==> config.mk <==
export PLATFORM = sky130hd
export DESIGN_NAME = rlk_credit_sched
export DESIGN_NICKNAME = d
export VERILOG_FILES = /design/src/rtl/rlk_credit_sched_pkg.sv /design/src/rtl/rlk_credit_sched_vc_release_count.sv /design/src/rtl/rlk_credit_sched.sv
export SDC_FILE = /design/constraint.sdc
export NUM_CORES = 1
export LEC_CHECK = 0
export BUFFER_PORTS_ARGS = -buffer_cell sky130_fd_sc_hd__buf_2
export CORE_ASPECT_RATIO = 0.75
export CORE_MARGIN = 10
export CORE_UTILIZATION = 37
export CTS_BUF_LIST = sky130_fd_sc_hd__clkbuf_16
export DETAILED_ROUTE_END_ITERATION = 6
export GPL_ROUTABILITY_DRIVEN = 0
export PLACE_DENSITY_LB_ADDON = 0.12
export SYNTH_ARGS = -nofsm -noshare
export SYNTH_HDL_FRONTEND = slang
export SYNTH_SLANG_ARGS = --single-unit
==> constraint.sdc <==
create_clock -name clk -period 9.1 [get_ports clk]
set_input_delay 1.82 -clock clk [delete_from_list [all_inputs] [get_ports clk]]
set_output_delay 1.82 -clock clk [all_outputs]
set_load 0.05 [all_outputs]
==> src/rtl/rlk_credit_sched_pkg.sv <==
// Shared ECI definitions used by the receive-side credit logic and its helpers.
package eci_package;

    localparam int ECI_NUM_VCS     = 13;
    localparam int ECI_CREDIT_UNIT = 4;
    localparam int ECI_RX_LANES    = 7;

    typedef logic [3:0] VcNo_t;

endpackage

==> src/rtl/rlk_credit_sched_vc_release_count.sv <==
// Per-VC popcount of lane release strobes; lanes naming a VC outside 0..NUM_VCS-1 add nothing.
module vc_release_count
    import eci_package::*;
#(
    parameter int NUM_VCS = ECI_NUM_VCS,
    parameter int LANES   = ECI_RX_LANES,
    parameter int INC_W   = 3
) (
    input  logic [LANES-1:0] rel_valid,
    input  VcNo_t            rel_vc_no [LANES-1:0],
    output logic [INC_W-1:0] inc       [NUM_VCS]
);

    always_comb begin
        for (int v = 0; v < NUM_VCS; v++) begin
            inc[v] = '0;
            for (int k = 0; k < LANES; k++) begin
                if (rel_valid[k] && (rel_vc_no[k] == VcNo_t'(v))) begin
                    inc[v] = inc[v] + INC_W'(1);
                end
            end
        end
    end

endmodule

==> src/rtl/rlk_credit_sched.sv <==
// Credit-return scheduler: accumulates per-VC word releases and offers lo/hi credit bitmasks to the TLK.
module rlk_credit_sched
    import eci_package::*;
#(
    parameter int NUM_VCS     = ECI_NUM_VCS,
    parameter int CREDIT_UNIT = ECI_CREDIT_UNIT,
    parameter int CNT_W       = 6
) (
    input  logic                    clk,
    input  logic                    rst,
    input  logic                    link_up,
    input  logic [ECI_RX_LANES-1:0] rel_valid,
    input  VcNo_t                   rel_vc_no [ECI_RX_LANES-1:0],
    output logic [7:0]              cr_data,
    output logic                    cr_hi,
    output logic                    cr_valid,
    input  logic                    cr_ready,
    output logic                    cnt_overflow
);

    typedef enum logic {IDLE, OFFER} state_t;

    state_t             state, state_nxt;
    logic [CNT_W-1:0]   cnt     [NUM_VCS];
    logic [CNT_W:0]     cnt_sum [NUM_VCS];
    logic [2:0]         inc     [NUM_VCS];
    logic [NUM_VCS-1:0] pend;
    logic [NUM_VCS-1:0] debit;
    logic [NUM_VCS-1:0] sum_ovf;
    logic               pend_lo, pend_hi;
    logic               load, sel_hi, last_hi;
    logic [7:0]         load_data;

    // Sum is one bit wider than the counter; a debit only hits a pending VC so it cannot go negative.
    function automatic logic [CNT_W:0] cnt_update(input logic [CNT_W-1:0] c,
                                                   input logic [2:0]       i,
                                                   input logic             d);
        logic [CNT_W:0] r;
        r = {1'b0, c} + (CNT_W+1)'(i);
        if (d) r = r - (CNT_W+1)'(CREDIT_UNIT);
        return r;
    endfunction

    function automatic logic [CNT_W-1:0] sat_cnt(input logic [CNT_W:0] s);
        return s[CNT_W] ? {CNT_W{1'b1}} : s[CNT_W-1:0];
    endfunction

    vc_release_count #(
        .NUM_VCS (NUM_VCS),
        .LANES   (ECI_RX_LANES),
        .INC_W   (3)
    ) u_release_count (
        .rel_valid (rel_valid),
        .rel_vc_no (rel_vc_no),
        .inc       (inc)
    );

    always_comb begin
        for (int v = 0; v < NUM_VCS; v++) begin
            pend[v] = (cnt[v] >= CNT_W'(CREDIT_UNIT));
        end
    end

    assign pend_lo   = |pend[7:0];
    assign pend_hi   = |pend[NUM_VCS-1:8];
    assign sel_hi    = (pend_lo && pend_hi) ? !last_hi : pend_hi;
    assign load_data = sel_hi ? 8'(pend[NUM_VCS-1:8]) : pend[7:0];
    assign cr_valid  = (state == OFFER);

    always_comb begin
        state_nxt = state;
        load      = 1'b0;
        case (state)
            IDLE: begin
                if (link_up && (pend_lo || pend_hi)) begin
                    load      = 1'b1;
                    state_nxt = OFFER;
                end
            end
            OFFER: begin
                if (cr_ready) state_nxt = IDLE;
            end
            default: state_nxt = IDLE;
        endcase
        if (!link_up) state_nxt = IDLE;
    end

    always_comb begin
        for (int v = 0; v < NUM_VCS; v++) begin
            debit[v]   = load && pend[v] && ((v >= 8) ? sel_hi : !sel_hi);
            cnt_sum[v] = cnt_update(cnt[v], inc[v], debit[v]);
            sum_ovf[v] = cnt_sum[v][CNT_W];
        end
    end

    // Output register and arbiter history
    always_ff @(posedge clk) begin
        if (rst) begin
            state   <= IDLE;
            last_hi <= 1'b0;
            cr_data <= '0;
            cr_hi   <= 1'b0;
        end else begin
            state <= state_nxt;
            if (!link_up) begin
                last_hi <= 1'b0;
            end else if (load) begin
                last_hi <= sel_hi;
                cr_data <= load_data;
                cr_hi   <= sel_hi;
            end
        end
    end

    // Release counters; the overflow flag is sticky until reset
    always_ff @(posedge clk) begin
        if (rst || !link_up) begin
            for (int v = 0; v < NUM_VCS; v++) cnt[v] <= '0;
        end else begin
            for (int v = 0; v < NUM_VCS; v++) cnt[v] <= sat_cnt(cnt_sum[v]);
        end
        if (rst) begin
            cnt_overflow <= 1'b0;
        end else if (link_up && (|sum_ovf)) begin
            cnt_overflow <= 1'b1;
        end
    end

endmodule

* Word level (Yosys, flattened, before mapping)
Memory sizes are Yosys's and may differ from the RTL's.
Cells that the tools add are included.
** Cells by class
- Reductions and logical operators :: 137
- Mux-type cells :: 139
- Magnitude comparators :: 13
- Bitwise logic cells :: 15
- Add/sub/neg operators :: 104
- Equal/unequal tests :: 84
** Operators with widths (number)
- two-way mux 3 bit :: 78
- adder 3 x 1 -> 3 bit (second input constant) :: 65
- two-way mux 6 bit :: 26
- equality test 4 bit (second input constant) :: 35
- logical AND 1 bit :: 120
- equality test 4 x 3 -> 1 bit (second input constant) :: 28
- adder 6 x 3 -> 7 bit :: 13
- two-way mux 7 bit :: 13
- subtractor 7 x 3 -> 7 bit (second input constant) :: 13
- >= comparator 6 x 3 -> 1 bit (second input constant) :: 13
- equality test 4 x 2 -> 1 bit (second input constant) :: 14
- equality test 4 x 1 -> 1 bit (second input constant) :: 7
- logical NOT 4 bit :: 7
- adder 1 x 1 -> 2 bit (second input constant) :: 13
- two-way mux 1 bit :: 20
- OR 1 bit :: 13
- OR reduction 13 bit :: 1
- two-way mux 8 bit :: 1
- OR reduction 8 bit :: 1
- OR reduction 5 bit :: 1
- logical NOT 1 bit :: 3
- logical OR 1 bit :: 2
- NOT 1 bit :: 2
- one-hot mux 1 bit (2 select lines) :: 1
- other kinds (2) :: 2
** Word-level totals
- Flip-flop bits (word level) :: 12
- Input bits :: 39
- Word-level logic and storage cells :: 498
- Output and inout bits :: 11
- Memories :: 1
- Memory bits (writable) :: 78
** Memory list
- cnt :: words 13, bits a word 6, rd ports 13, clocked after Yosys merged registers in 0, write ports 13, RTL line rlk_credit_sched.sv:24 : logic [CNT_W-1:0] cnt [NUM_VCS];

* Logic depth before layout (Yosys ltp)
- Depth after elaboration :: 20
- Gate-level depth with buffers :: 29
- Depth with buffers taken out :: 29

* Cells and area by module
From an unflattened synthesis, not the netlist that was laid out.
** Unflattened totals
- Cells, all modules :: 1562
- Area total of the unflattened synthesis :: 12022.8 um2
** Modules (own cells, without submodules)
- rlk_credit_sched :: cells each 726, times used 1, seq. area each 1801.7 um2, area an instance 6172.2 um2
- vc_release_count :: cells each 836, times used 1, seq. area each 0.0 um2, area an instance 5850.6 um2

* Worst setup path after synthesis
Ideal clock, no wire load.
- Path type :: in2reg
- From :: input port rel_vc_no[3] in the netlist's numbering
- To :: register cnt_overflow
- Setup time :: 0.142 ns
- Data required time :: 8.958 ns
- Path slack :: 2.107 ns
- Arrival time :: 6.851 ns
- Buffers on the path :: 0
- Stages :: 27
- Cells stage by stage :: nand2_1 -> or2_2 -> nor2_1 -> ha_1 -> xnor2_1 -> xor2_1 -> inv_1 -> ha_1 -> xnor2_1 -> and3_1 -> or3_1 -> inv_1 -> ha_1 -> nand2_1 -> xnor2_1 -> xnor2_1 -> xnor2_1 -> ha_1 -> a21oi_1 -> xor2_1 -> ha_1 -> and3_1 -> nand4_1 -> xnor2_2 -> and4b_1 -> and4_4 -> a41oi_2
** On the way
- Word-level cells in the longest chain between the ends :: 20
- Elaborated cells on any way between the ends :: 236
- Those cells by class :: add/sub (104); eq/ne (12); mux (104); reduce/logical (16)
** Ends and longest elaborated chain
- start: declaration :: RTL line rlk_credit_sched.sv:13 : input VcNo_t rel_vc_no [ECI_RX_LANES-1:0],
- equality test 4 bit, or another cell as far along :: RTL line rlk_credit_sched_vc_release_count.sv:18 : if (rel_valid[k] && (rel_vc_no[k] == VcNo_t'(v))) begin
- logical AND 1 bit :: RTL line rlk_credit_sched_vc_release_count.sv:18
- two-way mux 1 bit :: RTL line rlk_credit_sched_vc_release_count.sv:18
- adder 1 x 1 -> 2 bit :: RTL line rlk_credit_sched_vc_release_count.sv:19 : inc[v] = inc[v] + INC_W'(1);
- two-way mux 3 bit :: RTL line rlk_credit_sched_vc_release_count.sv:18
- adder 3 x 1 -> 3 bit :: RTL line rlk_credit_sched_vc_release_count.sv:19
- two-way mux 3 bit :: RTL line rlk_credit_sched_vc_release_count.sv:18
- adder 3 x 1 -> 3 bit :: RTL line rlk_credit_sched_vc_release_count.sv:19
- (+4 left out)
- two-way mux 3 bit :: RTL line rlk_credit_sched_vc_release_count.sv:18
- adder 3 x 1 -> 3 bit :: RTL line rlk_credit_sched_vc_release_count.sv:19
- two-way mux 3 bit :: RTL line rlk_credit_sched_vc_release_count.sv:18
- adder 6 x 3 -> 7 bit :: RTL line rlk_credit_sched.sv:39 : r = {1'b0, c} + (CNT_W+1)'(i);
- subtractor 7 x 3 -> 7 bit :: RTL line rlk_credit_sched.sv:40 : if (d) r = r - (CNT_W+1)'(CREDIT_UNIT);
- two-way mux 7 bit :: RTL line rlk_credit_sched.sv:40
- OR reduction 13 bit * :: RTL line rlk_credit_sched.sv:124 : end else if (link_up && (|sum_ovf)) begin
- logical AND 1 bit * :: RTL line rlk_credit_sched.sv:124
- end signal: assignment :: RTL line rlk_credit_sched.sv:123 : cnt_overflow <= 1'b0;
- end signal: assignment :: RTL line rlk_credit_sched.sv:125 : cnt_overflow <= 1'b1;
- end: declaration :: RTL line rlk_credit_sched.sv:18 : output logic cnt_overflow
Mark *: on every way between the ends. The rest lies on a longest branch, timed or not.
A chain may end at the register's enable or synchronous reset.

* Final worst setup path
Same ends and word-level chain as after synthesis.

==> metrics.cfg <==
[outcome]
outcome=completed

[die]
ioPinCount=50
die-area_um2=37700
start_util_pct=37.4
num_rows=55
core-area_um2=30000
die_h_um=171
die_x_um=221

[run]
maxCapViolations=0

[yosys]
syn_area_um2=11200
synth_area_leaders=dfxtp_1, ha_1, xnor2_1, a21oi_1, xor2_1
synth_top_area_share_pct=16.1
yosysWarnings=0
synth_cells=1438
synth_seq_cells=90
yosysTopAreaCell=dfxtp_1
synthDistinctLibCells=75
syn_nets=1631
synth_ff_type=dfxtp_1
synthArstFlopShare_pct=0
syn_avg_cell_area_um2=7.80
synth-edff-count=0
yosysSeqAreaShare_pct=16.1

[drt]
vias_per_cell=5.11
antenna_left=0
routedWlPerCell_um=15.3
drc=0
vias=9577
dr.pass1.iters=5
wirelength_mm=28.7
drtIter0Drc=501

[worst_setup_path]
crit_required_ns=9.30
worst-path-buf-inv=3
max_stage_delay_ns=0.42
reg2reg_from=cnt[0][4]
end_kind=register
crit_fanout=7
crit_arrival_ns=7.76
reg2reg_slack_ns=5.56
ff2ff_path_depth=8
r2r-end=cnt_overflow
cpLargestDelayFamily=XOR/XNOR gates
worstSetupPathType=in -> reg
crit_slowest_cell=xor2_1
worst_setup_path_start_kind=input port

[placed_design]
pre_cts_slack_ns=1.14
dpl_cell_area_um2=11900
io_buffers=49
hpwl_mm=23.9

[sta]
rsz0062_at_grt=no
period_minus_slack_ns=7.56
timing.fmax_ghz=0.132
fin_skew_ns=0.00636
tns_ns=0
final-setup-viol-count=0
relSlewSlack_pct=28.9
finalWorstSetupSlack_ns=1.54
finalCritPeriodShare_pct=83.1
drv_slew=0
hold_viol=0
tightest_slew_ns=1.06

[finish]
drive_gt1_share_pct=8.94
diodes=0
mostFrequentLayoutCells=xnor2_1, ha_1, nand2_1, a21oi_1, inv_1
area_growth_pct=8.35
final_nets=1665
layout_commonest_cell=xnor2_1
stdcell_area_um2=12200

[clock_tree]
post_cts.repair.setup_buffers=0
cts_hold_buf=0
path_clk_slew_ns=0.07
cts_sinks=90
root_buffer=clkbuf_16
cts.path.max_buffers=2
ctsResizeCount=0
cts_tree=built
clock_latency_ns=0.35
cts-buffers-inserted=9
htreeDepth=3

[grt]
grt.overflow.total=0
grt_pass1_wl_mm=47.6
grt_usage_pct=15.3
antenna_found_initial=0
grt_max_degree=42
grt_pass1_vias=9317

[pwr]
irDropWorstVdd_mv=0.201
internal-power_uw=1170
powerDensity_nw_per_um2=175
switching_power_uw=960
sw_frac_of_total_pct=45.1
pwr-share-clk_pct=18.1
seq_power_share_pct=25.3
leakage_uw=0.00514
p_comb_share_pct=56.6

[min_path]
holdPathStages=2
min_from=cr_data[7]
worst_hold_path_type=reg -> reg
min_to=cr_data[7]

## final cells by class
| class | count | area, um^2 |
|---|---|---|
| clock buffers | 9 | 225 |
| clock inverters | 7 | 70.1 |
| inverters | 126 | 473 |
| fillers | 3158 | 17900 |
| well taps | 399 | 499 |
| repair buffers | 54 | 283 |
| flip-flops and latches | 90 | 1800 |
| multi-input cells | 1191 | 8800 |
## cells in the mapped netlist (9+ instances only)
cell,n
inv_1,126
nand4_1,17
nand2_1,133
nand2b_1,20
nor2b_1,28
clkbuf_1,20
or4_1,9
nand3b_1,11
nor3_1,34
or3_1,9
a21o_1,14
and3_1,14
nor4_1,10
ha_1,141
mux2_2,30
nor3b_1,11
nand3_1,45
o21ai_0,25
fa_1,13
a21oi_1,128
a31oi_1,9
dfxtp_1,90
xnor2_1,166
mux2i_1,35
xor2_1,72
nor2_1,121
## power by group through the flow
stage | Sequential, uW | Clock (uW) | Combinational [uW]
2_1_floorplan | 548 | 0 | 913
3_3_place_gp | 547 | 0 | 1200
3_5_place_dp | 546 | 0 | 1210
4_1_cts | 538 | 395 | 1220
5_1_grt | 551 | 417 | 1350
6_report | 538 | 385 | 1200
## cell families (layout without fill, tap and decap cells)
logic type | Yosys count | after routing | synth area share (%)
flip-flops | 90 | 90 | 16.1
XOR/XNOR | 240 | 240 | 18.9
multiplexers | 67 | 67 | 6.39
adder cells (fa/ha/maj) | 155 | 155 | 18.1
AND/OR/NAND/NOR | 498 | 498 | 22.4
AO/OA/AOI/OAI | 231 | 231 | 12.6
buffers and inverters | 157 | 196 | 5.57
## through the flow
stage | utilization [%] | total power, uW | hold WS (ns) | cells
after detailed placement | 39.5 | 1760 | 0.445 | 1860
after global placement | 39.5 | 1750 | 0.445 | 1860
after CTS | 40.5 | 2150 | 0.456 | 1876
after floorplan | - | 1460 | 0.459 | 1438
final | 40.5 | 2130 | 0.454 | 1876
after global routing | 40.5 | 2310 | 0.489 | 1876
## registers in the layout, summed over array words and instances, names as in the netlist
name and cells:
cr_hi 1, cr_data 8, cnt 78, cnt_overflow 1
last_hi 1, cr_valid 1
## how the worst max path moves through the flow
stage	start	end	slack, ns	depth (start not counted)
4_1_cts	rel_vc_no[3]	cnt_overflow	1.49	28
2_1_floorplan	rel_vc_no[3]	cnt_overflow	2.11	27
3_3_place_gp	rel_vc_no[3]	cnt_overflow	1.18	28
5_1_grt	rel_vc_no[3]	cnt_overflow	1.06	28
6_report	rel_vc_no[3]	cnt_overflow	1.54	28
3_5_place_dp	rel_vc_no[3]	cnt_overflow	1.14	28
## tightest hold or removal path: cells and delay by family, from the launching register on
kind,cells,cell delay [ns]
compound gates,1,0.05
flops,1,0.31
simple gates,1,0.05
## layer usage
metal | vias to the layer above | wire, um | track usage [%]
li1 | 4985 | - | -
met1 | 4474 | 14800 | 21.3
met2 | 110 | 12700 | 25.5
met3 | 8 | 1050 | 2.23
met4 | 0 | 90 | 1.07
met5 | - | 0 | 0
Note: power is estimated with default switching activity, not from simulation.
